===== config.mk =====
export PLATFORM = sky130hd
export DESIGN_NAME = cpu_sequencer
export DESIGN_NICKNAME = d
export VERILOG_FILES = /design/src/rtl/cpu_pkg.sv /design/src/rtl/cpu_prog_mem.sv /design/src/rtl/cpu_sequencer.sv
export SDC_FILE = /design/constraint.sdc
export NUM_CORES = 1
export LEC_CHECK = 0
export CAP_MARGIN = 20
export CORE_UTILIZATION = 30
export DETAILED_ROUTE_END_ITERATION = 8
export PLACE_DENSITY_LB_ADDON = 0.12
export SYNTH_ARGS = -nofsm -noshare
export SYNTH_HDL_FRONTEND = slang
export SYNTH_HIERARCHICAL = 1
export SYNTH_SLANG_ARGS = --single-unit
export TNS_END_PERCENT = 1

===== constraint.sdc =====
create_clock -name clk -period 2.3 [get_ports clk]
set_input_delay 0.69 -clock clk [delete_from_list [all_inputs] [get_ports clk]]
set_output_delay 0.69 -clock clk [all_outputs]
set_load 0.005 [all_outputs]

===== src/rtl/cpu_pkg.sv =====
// Shared types and widths for the 4-bit cpu datapath and its instruction sequencer.
package cpu_pkg;

  localparam int OP_W       = 4;
  localparam int IMM_W      = 4;
  localparam int PROG_DEPTH = 2 ** IMM_W;

  typedef enum logic [3:0] {
    ADD_A  = 4'd0,
    MOV_AB = 4'd1,
    IN_A   = 4'd2,
    MOV_A  = 4'd3,
    MOV_BA = 4'd4,
    ADD_B  = 4'd5,
    IN_B   = 4'd6,
    MOV_B  = 4'd7,
    OUT_B  = 4'd9,
    OUT_IM = 4'd11,
    JNC    = 4'd14,
    JMP    = 4'd15
  } opcode_t;

  typedef enum logic [1:0] {
    IDLE,
    RUN,
    PAUSE
  } seq_state_t;

endpackage


===== src/rtl/cpu_prog_mem.sv =====
// Program store: one synchronous write port and one asynchronous read port, no reset.
module cpu_prog_mem #(
  parameter int DATA_W = 8,
  parameter int ADDR_W = 4
) (
  input  logic              clk,
  input  logic              we,
  input  logic [ADDR_W-1:0] waddr,
  input  logic [DATA_W-1:0] wdata,
  input  logic [ADDR_W-1:0] raddr,
  output logic [DATA_W-1:0] rdata
);

  logic [DATA_W-1:0] mem_q [2**ADDR_W];

  always_ff @(posedge clk) begin
    if (we) begin
      mem_q[waddr] <= wdata;
    end
  end

  assign rdata = mem_q[raddr];

endmodule


===== src/rtl/cpu_sequencer.sv =====
// Instruction sequencer: program memory, PC, run/pause/step/abort control, local JMP/JNC.
// Optional macro CPU_SEQ_SELFLOOP_HALT_EN pauses and flags halted on a committed self-loop branch.
module cpu_sequencer #(
  parameter int OP_W  = 4,
  parameter int IMM_W = 4
) (
  input  logic                  clk,
  input  logic                  n_rst,
  input  logic                  load_valid,
  output logic                  load_ready,
  input  logic [IMM_W-1:0]      load_addr,
  input  logic [OP_W+IMM_W-1:0] load_data,
  input  logic                  run,
  input  logic                  step,
  input  logic                  halt_req,
  input  logic                  abort,
  input  logic                  carry,
  output logic [OP_W-1:0]       opecode,
  output logic [IMM_W-1:0]      imm,
  output logic                  exec_en,
  output logic [IMM_W-1:0]      pc,
  output logic                  halted
);
  import cpu_pkg::*;

  localparam int WORD_W = OP_W + IMM_W;

  seq_state_t         state_q, state_d;
  logic [IMM_W-1:0]   pc_q, pc_d;
  logic               halted_q, halted_d;
  logic [WORD_W-1:0]  rd_word;
  logic               mem_we;
  logic               is_jmp, is_jnc, branch_taken;
  logic [IMM_W-1:0]   pc_exec;

  assign load_ready = (state_q == IDLE);
  assign mem_we     = load_valid && load_ready;

  cpu_prog_mem #(
    .DATA_W (WORD_W),
    .ADDR_W (IMM_W)
  ) u_prog_mem (
    .clk   (clk),
    .we    (mem_we),
    .waddr (load_addr),
    .wdata (load_data),
    .raddr (pc_q),
    .rdata (rd_word)
  );

  assign opecode = rd_word[WORD_W-1:IMM_W];
  assign imm     = rd_word[IMM_W-1:0];
  assign pc      = pc_q;
  assign halted  = halted_q;

  assign is_jmp       = (opecode == OP_W'(JMP));
  assign is_jnc       = (opecode == OP_W'(JNC));
  assign branch_taken = is_jmp || (is_jnc && !carry);
  assign pc_exec      = branch_taken ? imm : pc_q + 1'b1;

  // Commit is gated combinationally so a same-cycle abort or halt_req suppresses it.
  always_comb begin
    exec_en = 1'b0;
    if (!abort && !halt_req) begin
      if (state_q == RUN) begin
        exec_en = 1'b1;
      end else if (state_q == PAUSE && !run && step) begin
        exec_en = 1'b1;
      end
    end
  end

  always_comb begin
    state_d  = state_q;
    pc_d     = pc_q;
    halted_d = halted_q;
    if (abort) begin
      state_d  = IDLE;
      pc_d     = '0;
      halted_d = 1'b0;
    end else begin
      case (state_q)
        IDLE: begin
          if (!halt_req && run) begin
            state_d = RUN;
            pc_d    = '0;
          end
        end
        RUN: begin
          if (halt_req) begin
            state_d = PAUSE;
          end
        end
        PAUSE: begin
          if (!halt_req && run) begin
            state_d = RUN;
          end
        end
        default: state_d = IDLE;
      endcase
      if (exec_en) begin
        pc_d = pc_exec;
      end
`ifdef CPU_SEQ_SELFLOOP_HALT_EN
      if (run || step) begin
        halted_d = 1'b0;
      end
      // A taken branch onto itself can never make progress, so park in PAUSE.
      if (exec_en && branch_taken && (imm == pc_q)) begin
        state_d  = PAUSE;
        halted_d = 1'b1;
      end
`endif
    end
  end

  always_ff @(posedge clk or negedge n_rst) begin
    if (!n_rst) begin
      state_q  <= IDLE;
      pc_q     <= '0;
      halted_q <= 1'b0;
    end else begin
      state_q  <= state_d;
      pc_q     <= pc_d;
      halted_q <= halted_d;
    end
  end

endmodule


# ---- After elaboration in Yosys (flattened, before gate mapping)
# Memories as Yosys holds them, arrays and structs flattened.
# Index checks and enable logic that the tools add are counted.
dict set report totals {
  memories 1
  ram_bits 128
  output_inout_bits 15
  regBits 6
  elab_cells 41
  inputBits 20
}
# memory words width rd rd_clocked_by_memory_dff write_ports line_no
set mem_list {}
lappend mem_list {u_prog_mem.mem_q 16 8 1 0 1 cpu_prog_mem.sv:14} ;# logic [DATA_W-1:0] mem_q [2**ADDR_W];
dict set report classes {
  reduce_logical 17
  mux 14
  n_addsub 1
  n_eq_ne 6
}
# operator count
set op_table {}
lappend op_table {{$mux 4} 5}
lappend op_table {{$eq 4x4->1 const B} 2}
lappend op_table {{$logic_and 1x1->1} 6}
lappend op_table {{$mux 2} 3}
lappend op_table {{$reduce_bool 3->1} 2}
lappend op_table {{$mux 1} 5}
lappend op_table {{$add 4x1->4 const B} 1}
lappend op_table {{$logic_not 1->1} 4}
lappend op_table {{$pmux 2 s2} 1}
lappend op_table {{$reduce_and 2->1} 2}
lappend op_table {{$ne 3x1->1 const B} 1}
lappend op_table {{$ne 3x3->1 const B} 1}
lappend op_table {{$eq 2x1->1 const B} 1}
lappend op_table {{$eq 2x2->1 const B} 1}
lappend op_table {{$logic_not 2->1} 1}
lappend op_table {{$reduce_or 2->1} 1}
lappend op_table {{$logic_or 1x1->1} 1}

# ---- Longest topological paths before layout
dict set report logic_depth {
  word_depth 8
  ltp_mapped 9
  ltp_nobuf 7
}

# ---- Modules after synthesis
# Netlist, hierarchy kept.
# module n_inst area_per_inst_um2 cells_each seq_area_each_um2
set modules_own_cells {}
lappend modules_own_cells {cpu_prog_mem 1 4987.3 221 3843.7}
lappend modules_own_cells {cpu_sequencer 1 407.9 48 150.1}

# ---- Worst setup path before layout
# OpenSTA, ideal clock, no wires.
dict set report synth_path {
  path_type {reg2reg}
  from {reg pc_q[0] (netlist: pc[0])}
  to {reg pc_q[2] (netlist: pc[2])}
  arrival_ns 2.311
  required_ns 2.213
  path_slack_ns -0.097
  setup_ns 0.087
  path_stages_with_launch 10
  period_less_slack_ns 2.397
  path_buffers 2
  cell_sequence {dfrtp_1 -> buf_6 -> buf_6 -> mux4_1 -> a22oi_1 -> nand2_1 -> inv_1 -> a21oi_1 -> or4b_1 -> o211ai_1}
}
dict set report synth_between {
  elab_chain_len 7
  word_cells_on_any_way 9
  classes_between {1 x add/sub; 2 x eq/ne; 3 x mux; 2 x reduce/logical; 1 x memory}
}
# item line_no
set synth_lines {}
lappend synth_lines {{start: declaration} cpu_sequencer.sv:29} ;# logic [IMM_W-1:0] pc_q, pc_d;
lappend synth_lines {{start signal: assignment} cpu_sequencer.sv:124} ;# pc_q <= pc_d;
lappend synth_lines {{$mem_v2 16x8 (*)} -}
lappend synth_lines {{via opecode[0]} cpu_sequencer.sv:18} ;# output logic [OP_W-1:0] opecode,
lappend synth_lines {{$eq 4x4->1} cpu_sequencer.sv:57} ;# assign is_jnc = (opecode == OP_W'(JNC));
lappend synth_lines {{$logic_and 1x1->1} cpu_sequencer.sv:58} ;# assign branch_taken = is_jmp || (is_jnc && !carry);
lappend synth_lines {{$logic_or 1x1->1 (*)} cpu_sequencer.sv:58}
lappend synth_lines {{$mux 4 (*)} cpu_sequencer.sv:59} ;# assign pc_exec = branch_taken ? imm : pc_q + 1'b1;
lappend synth_lines {{$mux 4 (*)} cpu_sequencer.sv:101} ;# if (exec_en) begin
lappend synth_lines {{$mux 4 (*)} cpu_sequencer.sv:77} ;# if (abort) begin
# Mark *: on every way through the listed nets, which the timed path passes. The rest lies on a longest branch.
# A chain may end at the register's enable or synchronous reset.

# ---- Final worst setup path
dict set report layout_path {
  from {reg pc_q[0] (netlist: pc[0])}
  to {out imm[2]}
}
dict set report layout_between {
  elab_chain_len 1
}
# item line_no
set layout_lines {}
lappend layout_lines {{$mem_v2 16x8} -}
lappend layout_lines {{end: declaration} cpu_sequencer.sv:19} ;# output logic [IMM_W-1:0] imm,
# No other way between the ends.

==> metrics.md <==
| Metric | Value |
|---|---|
| Status | `finished, violations left` |
| Failing checks | `negative setup slack` |
| Synthesized area per cell | `20.1 um2` |
| Ys Warns | `6` |
| FMAX | `0.351 GHz` |
| Overall Power | `5730 uW` |
| Detailed Route Iter0 Violations | `301` |
| Nets | `401` |
| Crit-path slowest cell | `mux4_2` |
| Worst reg2reg setup slack | `-0.32 ns` |
| Worst clock skew | `0.00665 ns` |
| Largest net degree at the start of global routing | `20` |
| Ys async rst share | `4.48%` |
| Final setup vio count | `13` |
| Worst Setup End Kind | `output pin` |
| Clk sink count | `134` |
| First-pass DRT Iterations | `4` |
| Maximum VDD drop | `0.548 mV` |
| Synthesis-to-finish area growth | `35.6%` |
| Post-CTS Hold Fix Bufs | `0` |
| CTS Buffer Depth | `2` |
| Post-synth top cells | `edfxtp_1 (128), nor2_1 (19), mux4_2 (18)` |
| Antenna Nets Post-Route | `0` |
| Ys flop type | `edfxtp_1` |
| Crit path top cell by count | `buf_6` |
| RSZ-0062 raised after global routing | `true` |
| Mapped Nets | `290` |
| H-tree depth | `4` |
| Cell Rows | `48` |
| Layout cells sized above 1 | `43.4%` |
| Crit Reg-Reg Startpoint | `pc[0]` |
| Total negative setup slack | `-4.89 ns` |
| CP cell instances | `buf_12 > buf_16 > buf_6 > mux4_2 > a22oi_2 > nand2_2 > buf_6` |
| Vias per inst | `4.80` |
| #FFs+latches synth | `134` |
| Diode count | `0` |
| Dpl hpwl | `8.63 mm` |
| Die ar. | `0.0185 mm2` |
| Initial antenna violation count | `0` |
| Largest stage delay, worst path | `0.46 ns` |
| Sequential share of the synthesized area | `74.0%` |
| Total grt overflow | `0` |
| Die span in x | `136 um` |
| Setup crit start kind | `flip-flop` |
| Worst Slack Setup Final | `-0.546 ns` |
| Hold Violations, Final | `0` |
| Final Max Tran Viols | `0` |
| Leak | `0.00247 uW` |
| Top-count cell post-synth | `edfxtp_1` |
| Vias | `2960` |
| Vias in the first global route | `3233` |
| Number of port buffers | `33` |
| Syn Std Cell Area | `0.00540 mm2` |
| CORE AREA | `0.0174 mm2` |
| Distinct cells, synth | `33` |
| Capturing point of the worst reg2reg path | `pc[3]` |
| EDFF count, synth | `128` |
| Tcrit/Tclk final | `124%` |
| Pwr/cell area | `784 mW/mm2` |
| I/O pins | `35` |
| Worst slew pin tran | `0.638 ns` |
| Worst-path clk slew | `0.06 ns` |
| CP Data Required Time | `1.61 ns` |
| GP Congestion | `0.717` |
| WP data arrival | `2.16 ns` |
| Die height | `136 um` |
| Family with the most delay on the worst path | `buffers and inverters` |
| Share of the synthesized area in the top cell type | `71.2%` |
| CP Buf/Inv Count | `4` |
| Top cells by area, synth | `edfxtp_1 (71%), mux4_2 (7.5%), mux4_1 (6.8%), dfrtp_1 (2.8%), a22oi_1 (2.4%)` |
| Max-Cap Viols | `0` |
| Starting Density | `31.0%` |
| Crit Path Max Fanout | `5` |
| Setup Crit Path Kind | `flip-flop to output pin` |
| Min Tclk post-route | `2.85 ns` |
| Gr usage total | `15.8%` |
| Post-Synthesis Cells | `269` |
| First-pass GRT wire length | `20.2 mm` |
| TritonCTS clock tree | `done` |
| Clock latency on the worst-skew pair | `0.42 ns` |
| DR DRC count | `0` |
| CTS Root Cell | `clkbuf_16` |
| HP Class | `input pin to asynchronous set/reset pin` |
| Num CTS Buffers | `17` |
| WL final | `13.0 mm` |
| Relative slew slack | `57.3%` |
| DR WL/cell | `21.0 um` |
| Synth area leader | `edfxtp_1` |
| R2R depth | `14` |
worst max-delay path by stage:
| stage | slack, ns | to | cells after the start | startpoint |
|---|---|---|---|---|
| after floorplan | -0.02 | pc[2] | 9 | pc[0] |
| after global placement | -0.59 | opecode[1] | 5 | pc[0] |
| after detailed placement | -0.56 | opecode[1] | 5 | pc[0] |
| after CTS | -0.55 | opecode[2] | 7 | pc[0] |
| after global routing | -0.62 | imm[2] | 7 | pc[0] |
| final | -0.55 | imm[2] | 7 | pc[0] |
routing by layer:
layer	track usage, %	wire length [um]	part of all wire (%)
met1	21.5	5930	46
met5	0	0	0
met2	24.8	6230	48
met3	3.84	602	4.6
met4	5.43	208	1.6
sequential cells by signal (all words and copies together) (netlist names):
signal	count
pc	4
state_q	2
u_prog_mem/mem_q	128
kinds of logic (layout without fill, tap and decap cells):
group,after synthesis,in the layout,synth area share [%]
adders and majority gates,1,1,0.232
DFF,134,134,74.0
buffers and inverters,15,138,2.02
xor gates and xnor gates,1,1,0.162
and+or+nand+nor,56,56,5.08
other,1,1,0.0695
AOI/OAI and AO/OA,25,25,3.34
muxes,36,36,15.1
through the flow:
step | setup slack (ns) | hold WS (ns) | util, % | instances | instance area, um2
CTS | -0.546 | 0.536 | 41.7 | 617 | 7270
finish | -0.546 | 0.542 | 42.0 | 617 | 7320
detailed placement | -0.560 | 0.575 | 36.9 | 570 | 6430
floorplan | -0.0199 | 0.394 | - | 269 | 5430
global placement | -0.588 | 0.571 | 36.9 | 570 | 6430
global route | -0.621 | 0.555 | 42.0 | 617 | 7320
repair_timing:
item | in CTS | in global routing
setup endpoints to repair | 16 | 14
pin swaps | 19 | 6
resized for setup | 78 | 15
cloned | 2 | 0
setup buffers | 14 | 1
report_power, final:
group | internal, uW | leakage (uW) | switching, uW
combinational | 148 | 0.000949 | 139
sequential | 2700 | 0.00124 | 8.13
clock | 1710 | 0.000287 | 1030
total | 4560 | 0.00247 | 1170
final cells by class:
class / count / area, um2
well taps: 225 / 282
repair buffers: 103 / 1050
flip-flops and latches: 134 / 4000
inverters: 4 / 15.0
clock buffers: 17 / 425
clock inverters: 14 / 175
multi-input cells: 120 / 1370
fillers: 1574 / 10100
cell usage in the layout, fill, tap and decap left out, types with 2 or more instances in the layout:
| cell | count |
|---|---|
| a22oi_1 | 2 |
| a22oi_2 | 15 |
| and2_1 | 2 |
| and2b_1 | 2 |
| buf_12 | 11 |
| buf_16 | 2 |
| buf_2 | 5 |
| buf_4 | 45 |
| buf_6 | 12 |
| bufinv_16 | 3 |
| clkbuf_16 | 17 |
| clkdlybuf4s50_1 | 22 |
| clkinv_2 | 2 |
| clkinv_4 | 2 |
| clkinvlp_4 | 3 |
| dfrtp_1 | 5 |
| dlygate4sd2_1 | 2 |
| edfxtp_1 | 128 |
| inv_1 | 3 |
| inv_6 | 4 |
| mux2i_1 | 4 |
| mux4_1 | 2 |
| mux4_2 | 30 |
| nand2_1 | 8 |
| nand2_2 | 7 |
| nand2b_1 | 2 |
| nand3_1 | 2 |
| nand3b_1 | 2 |
| nor2_1 | 18 |
| nor3_1 | 3 |
| o211ai_1 | 2 |
| o21ai_1 | 2 |
Note: power is estimated with default switching activity, not from simulation.
